### config.mk
export PLATFORM = sky130hd
export DESIGN_NAME = access_ctrl_fsm_flat
export DESIGN_NICKNAME = d
export VERILOG_FILES = /design/src/rtl/access_ctrl_fsm_if.sv /design/src/rtl/access_ctrl_fsm.sv /design/src/flat_wrapper.sv
export SDC_FILE = /design/constraint.sdc
export NUM_CORES = 1
export LEC_CHECK = 0
export CAP_MARGIN = 20
export CORE_ASPECT_RATIO = 1.1
export CORE_MARGIN = 2
export CORE_UTILIZATION = 51
export CTS_BUF_LIST = sky130_fd_sc_hd__clkbuf_4
export DETAILED_ROUTE_END_ITERATION = 8
export HOLD_SLACK_MARGIN = 0.08
export PLACE_DENSITY = 0.77
export SLEW_MARGIN = 10
export SYNTH_ARGS = -nofsm -noshare
export SYNTH_HDL_FRONTEND = slang
export SYNTH_SLANG_ARGS = --single-unit
### constraint.sdc
create_clock -name clk -period 1.92 [get_ports clk]
set_clock_uncertainty 0.05 [all_clocks]
set_input_delay 0.384 -clock clk [delete_from_list [all_inputs] [get_ports clk]]
set_output_delay 0.384 -clock clk [all_outputs]
set_load 0.01 [all_outputs]
### src/rtl/access_ctrl_fsm_if.sv
// Keypad/door handshake bundle for access_ctrl_fsm.
// master = keypad/supervisor side, slave = controller side.
interface access_ctrl_fsm_if #(
  parameter int CODE_W = 4,
  parameter int FAIL_W = 2
);
  logic [CODE_W-1:0] access_code;
  logic              validate_code;
  logic              clear_alarm;
  logic              open_access_door;
  logic              deny_pulse;
  logic              lockout;
  logic              alarm;
  logic [FAIL_W-1:0] fail_count;
  logic [2:0]        state_out;

  modport master (
    output access_code,
    output validate_code,
    output clear_alarm,
    input  open_access_door,
    input  deny_pulse,
    input  lockout,
    input  alarm,
    input  fail_count,
    input  state_out
  );

  modport slave (
    input  access_code,
    input  validate_code,
    input  clear_alarm,
    output open_access_door,
    output deny_pulse,
    output lockout,
    output alarm,
    output fail_count,
    output state_out
  );
endinterface

### src/rtl/access_ctrl_fsm.sv
// Door-access controller: range check, timed grant, failure lockout.
// Optional latched alarm enabled by defining ACCESS_ALARM_EN.
module access_ctrl_fsm #(
  parameter int CODE_W      = 4,
  parameter int CODE_MIN    = 4,
  parameter int CODE_MAX    = 11,
  parameter int OPEN_CYCLES = 16,
  parameter int MAX_FAILS   = 3,
  parameter int FAIL_W      = 2,
  parameter int LOCK_CYCLES = 64,
  parameter int TIMER_W     = 8
) (
  input logic clk,
  input logic rst_n,
  access_ctrl_fsm_if.slave bus
);

  typedef enum logic [2:0] {
    S_IDLE  = 3'd0,
    S_CHECK = 3'd1,
    S_GRANT = 3'd2,
    S_DENY  = 3'd3,
    S_LOCK  = 3'd4
  } state_e;

  localparam logic [CODE_W-1:0] CMIN =
    CODE_W'(CODE_MIN);
  localparam logic [CODE_W-1:0] CMAX =
    CODE_W'(CODE_MAX);
  localparam logic [FAIL_W-1:0] FMAX =
    FAIL_W'(MAX_FAILS);
  localparam logic [TIMER_W-1:0] OPEN_END =
    TIMER_W'(OPEN_CYCLES - 1);
  localparam logic [TIMER_W-1:0] LOCK_END =
    TIMER_W'(LOCK_CYCLES - 1);

  state_e             state_q, state_d;
  logic [TIMER_W-1:0] timer_q, timer_d;
  logic [FAIL_W-1:0]  fail_q, fail_d;
  logic [CODE_W-1:0]  code_q, code_d;
  logic               in_range;

  logic door, deny, lock;

  assign in_range = (code_q >= CMIN) &&
                    (code_q <= CMAX);

  always_ff @(posedge clk or negedge rst_n) begin
    if (!rst_n) begin
      state_q <= S_IDLE;
      timer_q <= '0;
      fail_q  <= '0;
      code_q  <= '0;
    end else begin
      state_q <= state_d;
      timer_q <= timer_d;
      fail_q  <= fail_d;
      code_q  <= code_d;
    end
  end

  always_comb begin
    state_d = state_q;
    fail_d  = fail_q;
    code_d  = code_q;
    case (state_q)
      S_IDLE: begin
        if (bus.validate_code) begin
          state_d = S_CHECK;
          code_d  = bus.access_code;
        end
      end
      S_CHECK: begin
        if (in_range) begin
          state_d = S_GRANT;
          fail_d  = '0;
        end else begin
          // saturate so the count can never pass the lockout threshold
          if (fail_q < FMAX) begin
            fail_d = fail_q + 1'b1;
          end
          if (fail_d == FMAX) begin
            state_d = S_LOCK;
          end else begin
            state_d = S_DENY;
          end
        end
      end
      S_GRANT: begin
        if (timer_q == OPEN_END) begin
          state_d = S_IDLE;
        end
      end
      S_DENY: begin
        state_d = S_IDLE;
      end
      S_LOCK: begin
        if (timer_q == LOCK_END) begin
          state_d = S_IDLE;
          fail_d  = '0;
        end
      end
      default: begin
        state_d = S_IDLE;
      end
    endcase
  end

  // timer only runs while dwelling in a timed state
  always_comb begin
    timer_d = '0;
    if (state_d == state_q &&
        (state_q == S_GRANT ||
         state_q == S_LOCK)) begin
      timer_d = timer_q + 1'b1;
    end
  end

  always_comb begin
    door = 1'b0;
    deny = 1'b0;
    lock = 1'b0;
    unique case (1'b1)
      (state_q == S_GRANT): door = 1'b1;
      (state_q == S_DENY):  deny = 1'b1;
      (state_q == S_LOCK):  lock = 1'b1;
      default: ;
    endcase
  end

  assign bus.open_access_door = door;
  assign bus.deny_pulse       = deny;
  assign bus.lockout          = lock;
  assign bus.fail_count       = fail_q;
  assign bus.state_out        = state_q;

`ifdef ACCESS_ALARM_EN
  logic alarm_q, alarm_d;

  // set on lockout entry wins over a same-edge clear
  always_comb begin
    alarm_d = alarm_q;
    if (bus.clear_alarm && state_q != S_LOCK) begin
      alarm_d = 1'b0;
    end
    if (state_q != S_LOCK && state_d == S_LOCK) begin
      alarm_d = 1'b1;
    end
  end

  always_ff @(posedge clk or negedge rst_n) begin
    if (!rst_n) begin
      alarm_q <= 1'b0;
    end else begin
      alarm_q <= alarm_d;
    end
  end

  assign bus.alarm = alarm_q;
`else
  logic unused_clear_alarm;

  assign unused_clear_alarm = bus.clear_alarm;
  assign bus.alarm          = 1'b0;
`endif

endmodule

### src/flat_wrapper.sv
// flat-port wrapper written by rule: the top's interface ports become plain ports
module access_ctrl_fsm_flat 
#(
  parameter int CODE_W      = 4,
  parameter int CODE_MIN    = 4,
  parameter int CODE_MAX    = 11,
  parameter int OPEN_CYCLES = 16,
  parameter int MAX_FAILS   = 3,
  parameter int FAIL_W      = 2,
  parameter int LOCK_CYCLES = 64,
  parameter int TIMER_W     = 8
)
  (clk, rst_n, bus_access_code, bus_validate_code, bus_clear_alarm, bus_open_access_door, bus_deny_pulse, bus_lockout, bus_alarm, bus_fail_count, bus_state_out);
  access_ctrl_fsm_if #(.CODE_W(CODE_W), .FAIL_W(FAIL_W)) bus_i ();
  input logic clk;
  input logic rst_n;
  input wire logic [$bits(bus_i.access_code)-1:0] bus_access_code;
  input wire logic [$bits(bus_i.validate_code)-1:0] bus_validate_code;
  input wire logic [$bits(bus_i.clear_alarm)-1:0] bus_clear_alarm;
  output wire logic [$bits(bus_i.open_access_door)-1:0] bus_open_access_door;
  output wire logic [$bits(bus_i.deny_pulse)-1:0] bus_deny_pulse;
  output wire logic [$bits(bus_i.lockout)-1:0] bus_lockout;
  output wire logic [$bits(bus_i.alarm)-1:0] bus_alarm;
  output wire logic [$bits(bus_i.fail_count)-1:0] bus_fail_count;
  output wire logic [$bits(bus_i.state_out)-1:0] bus_state_out;
  assign bus_i.access_code = bus_access_code;
  assign bus_i.validate_code = bus_validate_code;
  assign bus_i.clear_alarm = bus_clear_alarm;
  assign bus_open_access_door = bus_i.open_access_door;
  assign bus_deny_pulse = bus_i.deny_pulse;
  assign bus_lockout = bus_i.lockout;
  assign bus_alarm = bus_i.alarm;
  assign bus_fail_count = bus_i.fail_count;
  assign bus_state_out = bus_i.state_out;
  access_ctrl_fsm #(.CODE_W(CODE_W), .CODE_MIN(CODE_MIN), .CODE_MAX(CODE_MAX), .OPEN_CYCLES(OPEN_CYCLES), .MAX_FAILS(MAX_FAILS), .FAIL_W(FAIL_W), .LOCK_CYCLES(LOCK_CYCLES), .TIMER_W(TIMER_W)) u_core (.clk(clk), .rst_n(rst_n), .bus(bus_i));
endmodule
Word level (Yosys, flattened, before mapping)
Cells that the tools add are included.

Add/subtract/negate cells: 2. Bitwise operators: 0. Order comparisons: 3. Divide/modulo/power cells: 0. Mux-type cells: 16. Reduce and logical (&&, ||, !) cells: 7. Shift operators: 0. Equal/unequal tests: 9. $mul: 0.

Operators with widths (count): 3-bit 2-to-1 mux (5); 3-bit case mux with 4 select lines (1); 2-bit 2-to-1 mux (5); 8-bit by 1-bit adder with 8-bit output, second input constant (1); 8-bit by 4-bit == test with 1-bit output, second input constant (1); 8-bit by 6-bit == test with 1-bit output, second input constant (1); 8-bit 2-to-1 mux (1); 3-bit by 2-bit == test with 1-bit output, second input constant (2); 4-bit by 3-bit greater-or-equal comparator with 1-bit output, second input constant (1); 4-bit less-or-equal comparator, second input constant (1); 2-bit case mux with 2 select lines (1); 2-bit AND reduction (2); 3-bit by 1-bit == test with 1-bit output, second input constant (1); 3-bit == test (1); 3-bit == test, second input constant (1); 3-bit zero test (1); 1-bit 2-to-1 mux (3); 2-bit by 1-bit adder with 2-bit output, second input constant (1); 2-bit == test, second input constant (1); 1-bit logical AND (2); 2-bit < comparator, second input constant (1); 2-bit by 1-bit != test with 1-bit output, second input constant (1); 2-bit nonzero test (1); 1-bit logical OR (1).

Memories kept: 0. Output and inout port bits: 9. Register bits after elaboration: 17. Logic and storage cells: 41. Bits of input ports: 8. Bits in latches: 0. Memory bits (writable): 0. Memory bits (read-only): 0.

Logic depth before layout (Yosys ltp)
Word-level depth: 11. Gate-level depth with buffers: 4. Gate-level depth less buffers: 4.

Worst setup path before layout
OpenSTA, ideal clock, no wires.

Path kind: reg-to-reg. Start: reg u_core.state_q[1] (netlist: u_core.bus.state_out[1]). End: reg u_core.timer_q[5]. Data arrival time: 1344 ps. Period minus slack after synthesis: 1482 ps. Path buffers: 0. Data required time: 1783 ps. Setup time: 87 ps. Path slack: 438 ps. Cell stages (with the launch flop): 4. Cell sequence: dfrtp_1 -> nor3b_1 -> o21ai_2 -> a22oi_1.

Word-level cells in the longest chain between the ends: 5. Elaborated cells between the ends (all ways): 12. Those cells by class: eq/ne (4); mux (5); reduce/logical (3).

Ends and longest elaborated chain: start, declared (RTL line access_ctrl_fsm.sv:37) `state_e state_q, state_d;`; start signal, assigned (RTL line access_ctrl_fsm.sv:55) `state_q <= state_d;`; 3-bit == test (tied with other cells) (RTL line access_ctrl_fsm.sv:66, access_ctrl_fsm.sv:114); 3-bit case mux with 4 select lines (RTL line access_ctrl_fsm.sv:66) `case (state_q)`; 3-bit == test (RTL line access_ctrl_fsm.sv:112) `if (state_d == state_q &&`; 1-bit logical AND * (RTL line access_ctrl_fsm.sv:112); 8-bit 2-to-1 mux * (RTL line access_ctrl_fsm.sv:112); net u_core.timer_d[5] (RTL line access_ctrl_fsm.sv:38) `logic [TIMER_W-1:0] timer_q, timer_d;`; end signal, assigned (RTL line access_ctrl_fsm.sv:56) `timer_q <= timer_d;`; end, declared (RTL line access_ctrl_fsm.sv:38).

The timed path passes the listed nets; every way through them passes the cells marked *. A chain may end at the register's enable or synchronous reset.

Final worst setup path
Start: reg u_core.state_q[2] (netlist: u_core.bus.state_out[2]). End: out bus_lockout.

Word-level cells in the longest chain between the ends: 2.

Ends and longest elaborated chain: 3-bit == test (RTL line access_ctrl_fsm.sv:126) `(state_q == S_LOCK): lock = 1'b1;`; 1-bit 2-to-1 mux (RTL line access_ctrl_fsm.sv:123) `unique case (1'b1)`; end, declared (RTL line flat_wrapper.sv:22) `output wire logic [$bits(bus_i.lockout)-1:0] bus_lockout;`.

No other way between the ends.

==> summary by stage <==
Layout
Summing all non-filler instances in the final layout gives an area of 987 um2. The repair_antennas step left the layout with diodes totalling 0. Of the cells placed in the final design, the portion with a size suffix greater than 1 is about a quarter.

The layout overhead on the synthesized area is 27.5%. The net count of the finished layout is 104.

Worst setup path
The critical-path cell with the highest stage delay is sky130_fd_sc_hd__dfrtp_1. The nature of the critical path endpoint is an output port. The number of buffers and inverters on the critical path is 2. In this run the critical register-to-register path is launched from u_core.timer_q[6]. The worst register-to-register path has a setup slack of between 0.2 and 0.3 ns. The worst setup path is launched from a flip-flop. The arrival time of the worst setup path is 1.42 ns. The endpoint identified for the worst register-to-register timing path is u_core.timer_q[6]. The critical path goes through or3b_4 > inv_2 > dlygate4sd2_1. Measured in cells, the most critical reg-to-reg path has a length of 3. In this run the worst path has a maximum fanout of 3.

Data on the critical path is required at its endpoint by 1.49 ns. The kind of cell with the highest combined delay on the critical path is flip-flops. On the worst path, the slowest cell contributes a delay of approximately 0.40 ns.

The class of the most critical setup path is flip-flop to output port.

Drt
In this run the remaining antenna-violating nets after routing total 0. The number of DRC markers in iteration 0 is 7. The first detailed-routing pass ran for 4 iterations. Using the TritonRoute via totals, the vias-per-cell ratio works out to 5.76. The remaining routing DRC violations is 0. The routed via count is 634. The average detailed-routed wire length per instance is 15.2 um. The final layout contains routed wiring with a total length of 1.67 mm.

Timing
The number of hold violations in the final report was 0. After layout, the worst path uses 96.6% of the clock period. The timing-limited maximum frequency is around 540 MHz.

The sum of negative setup slack is 0 ns. Setup repair after global routing left no endpoint under its margin. The final critical delay including setup and external delays is around 1.9 ns. Setup violations remaining at the end of the flow were counted as 0.

The final number of max-transition violations is 0.

Synth
After synthesis, the largest area contributor takes up between 40 and 50% of total cell area. Summing every instance area after synthesis gives 774 um2. When the netlist entered floorplanning its net count stood at 81. By area the synthesized netlist is led by sky130_fd_sc_hd__dfrtp_1 48%, sky130_fd_sc_hd__a21oi_1 3.2%, sky130_fd_sc_hd__a22oi_1 2.9%.

The number of warnings issued by yosys is 0. The number of cells produced by synthesis is 72. The prevailing post-synth register cell is sky130_fd_sc_hd__dfrtp_1. Of all cell types, the one taking the most synthesized area is sky130_fd_sc_hd__dfrtp_1. The number of enable flip-flop cells after synthesis is 0. The proportion of register bits with asynchronous set or reset after synthesis is 100%. Yosys mapped the design onto 34 distinct sky130hd cell types.

The most common cell in the netlist is sky130_fd_sc_hd__dfrtp_1. The flip-flop and latch count after synthesis is 15. The sequential fraction of the synthesis area is 48.5%. In the synthesized netlist, the cells that appear most often are 15 x sky130_fd_sc_hd__dfrtp_1, 5 x sky130_fd_sc_hd__a21oi_1, 4 x sky130_fd_sc_hd__o21ai_0.

The mean area per synthesized cell is 10.8 um2.

GRT
The initial antenna violation count is 0. Summed over all layers, the global routing overflow is 0. Entering global routing, the biggest net connects 16 pins. The via count of the first global-routing pass is ~630. The overall routing resource usage is between 20% and 30%. The first global-routing pass estimated ~2.7 mm of wire.

Outcome
The flow ran to the end, and the final reports show no timing, DRC or antenna violations.

Clock network
Clock-pin slew was measured on the worst setup and hold paths at 0.08 ns. The sink count of the clock tree is 15. The maximum count of clock buffers along a single path is 2. The clock latency reported for the late side of the worst-skew pair is between 0.2 and 0.3 ns. The number of H-tree branching levels is 1. The clock tree from TritonCTS is yes. The cell at the root of the clock tree is sky130_fd_sc_hd__clkbuf_4. TritonCTS created 3 clock buffers.

Power and ir drop
The power per cell area is between 1000 and 1500 nW/um2. The largest vdd supply drop is 1.09 mV. Total power for the finished layout comes to 0.00127 W. In this run the static leakage power is 0.428 nW.

Floorplanning
The area enclosed by the die boundary is between 1500 and 2000 um2. The horizontal extent of the die is 41.2 um. The core footprint is 1400 um2.

The height of the die is 44.9 um. In this run the count of I/O pins placed on the die edge is 17. The initial utilization of the core area, before any placement, comes to 55.3%.

Row generation in the floorplan step produced 14 rows.

Min path
The tightest min-delay check is of the primary input to async pin type.

Job
The number of maximum-capacitance violations is 0.

Placement
The half-perimeter wire length after placement is around 1.2 mm. At the end of routability-driven placement, the weighted congestion stood at 0.710. In this run the tool buffered the top-level ports with 12 buffer cells.

The placed instances occupy a cell area of 952 um2.
## logic make-up after synthesis
| family | synth area share, % |
|---|---|
| xor+xnor | 4.52 |
| flops | 48.5 |
| other cells | 0.484 |
| buf+inv | 2.91 |
| compound gates | 18.1 |
| mux | 2.91 |
| simple gates | 21.0 |
| fa+ha+maj | 1.62 |
## sequential cells by signal, indices dropped and copies added (netlist names)
name / count
u_core.bus.fail_count: 2
u_core.bus.state_out: 3
u_core.code_q: 2
u_core.timer_q: 8
## layer usage
metal	global-route usage [%]	vias to the layer above	routed length (um)	part of all wire, %
met1	27.8	304	752	45
met4	13.5	0	31	1.9
met5	0	-	0	0
met3	6.90	6	74	4.4
met2	33.4	14	815	49
li1	-	310	-	-
## worst register-to-register path, delay by kind of cell (launching register included)
| family | cells | cell delay (ns) |
|---|---|---|
| AOI/OAI and AO/OA | 2 | 0.47 |
| DFF | 1 | 0.42 |
| and+or+nand+nor | 1 | 0.58 |
## cell usage in the layout, fill, tap and decap left out
master / Yosys / routed
sky130_fd_sc_hd__dfrtp_1: 15 / 15
sky130_fd_sc_hd__clkdlybuf4s50_1: 0 / 9
sky130_fd_sc_hd__buf_4: 1 / 7
sky130_fd_sc_hd__a21oi_1: 5 / 5
sky130_fd_sc_hd__o21ai_0: 4 / 4
sky130_fd_sc_hd__clkbuf_4: 0 / 4
sky130_fd_sc_hd__inv_1: 3 / 3
sky130_fd_sc_hd__nand2_1: 3 / 3
sky130_fd_sc_hd__or3_1: 3 / 3
sky130_fd_sc_hd__a22oi_1: 3 / 3
sky130_fd_sc_hd__xnor2_1: 2 / 2
sky130_fd_sc_hd__nor2b_1: 2 / 2
sky130_fd_sc_hd__a31oi_1: 2 / 2
sky130_fd_sc_hd__nor3_1: 2 / 2
sky130_fd_sc_hd__nor2_1: 2 / 2
sky130_fd_sc_hd__nand3_1: 2 / 2
sky130_fd_sc_hd__xor2_1: 2 / 2
sky130_fd_sc_hd__mux2_2: 2 / 2
sky130_fd_sc_hd__dlygate4sd2_1: 0 / 2
sky130_fd_sc_hd__or3b_4: 1 / 1
sky130_fd_sc_hd__inv_2: 1 / 1
sky130_fd_sc_hd__nor3b_2: 0 / 1
sky130_fd_sc_hd__a211o_1: 1 / 1
sky130_fd_sc_hd__nand3_2: 1 / 1
sky130_fd_sc_hd__or4_1: 1 / 1
sky130_fd_sc_hd__o211ai_1: 1 / 1
sky130_fd_sc_hd__or2_2: 1 / 1
sky130_fd_sc_hd__o31ai_4: 1 / 1
sky130_fd_sc_hd__o21ai_2: 1 / 1
sky130_fd_sc_hd__a21boi_0: 1 / 1
sky130_fd_sc_hd__nor3b_1: 2 / 1
sky130_fd_sc_hd__nand4_1: 1 / 1
sky130_fd_sc_hd__and2_1: 1 / 1
sky130_fd_sc_hd__nor4_4: 1 / 1
sky130_fd_sc_hd__or3b_2: 1 / 1
sky130_fd_sc_hd__o22ai_1: 1 / 1
sky130_fd_sc_hd__ha_1: 1 / 1
sky130_fd_sc_hd__conb_1: 1 / 1
sky130_fd_sc_hd__clkbuf_2: 0 / 1
## power by group
| group | internal, W | switching (W) | total (W) |
|---|---|---|---|
| clock | 0.0000947 | 0.0000955 | 0.000190 |
| sequential | 0.000400 | 0.0000685 | 0.000469 |
| combinational | 0.000312 | 0.000300 | 0.000612 |
| total | 0.000807 | 0.000464 | 0.00127 |
## metrics by stage
stage	utilization, %	hold WS, ns	setup slack [ns]	cells
floorplan	-	0.0384	0.438	72
global placement	67.9	0.396	0.117	105
detailed placement	67.9	0.401	0.105	105
CTS	70.2	0.367	0.0439	109
global route	70.4	0.385	0.000318	110
finish	70.4	0.367	0.0645	110
## final cells by class
class | instances | area [um2]
Clock buffer | 4 | 30.0
Fill cell | 118 | 414
Inverter | 4 | 15.0
Multi-Input combinational cell | 52 | 382
Sequential cell | 15 | 375
Tap cell | 16 | 20.0
Timing Repair Buffer | 19 | 165
## what timing repair did
action                     CTS  global route
setup endpoints to repair    3             2
resized for setup            4             3
setup buffers                0             1
hold buffers                 0             0
## worst max-delay path by stage
stage,start,endpoint,slack [ns],cells after the start
floorplan,u_core.bus.state_out[1],u_core.timer_q[5],0.44,3
detailed placement,u_core.bus.state_out[1],bus_lockout,0.11,3
global route,u_core.bus.state_out[2],bus_lockout,0.0003,3
global placement,u_core.bus.state_out[0],bus_lockout,0.12,3
finish,u_core.bus.state_out[2],bus_lockout,0.06,3
CTS,u_core.bus.state_out[0],bus_lockout,0.04,3
No activity file was read; power rests on OpenSTA's default activity.
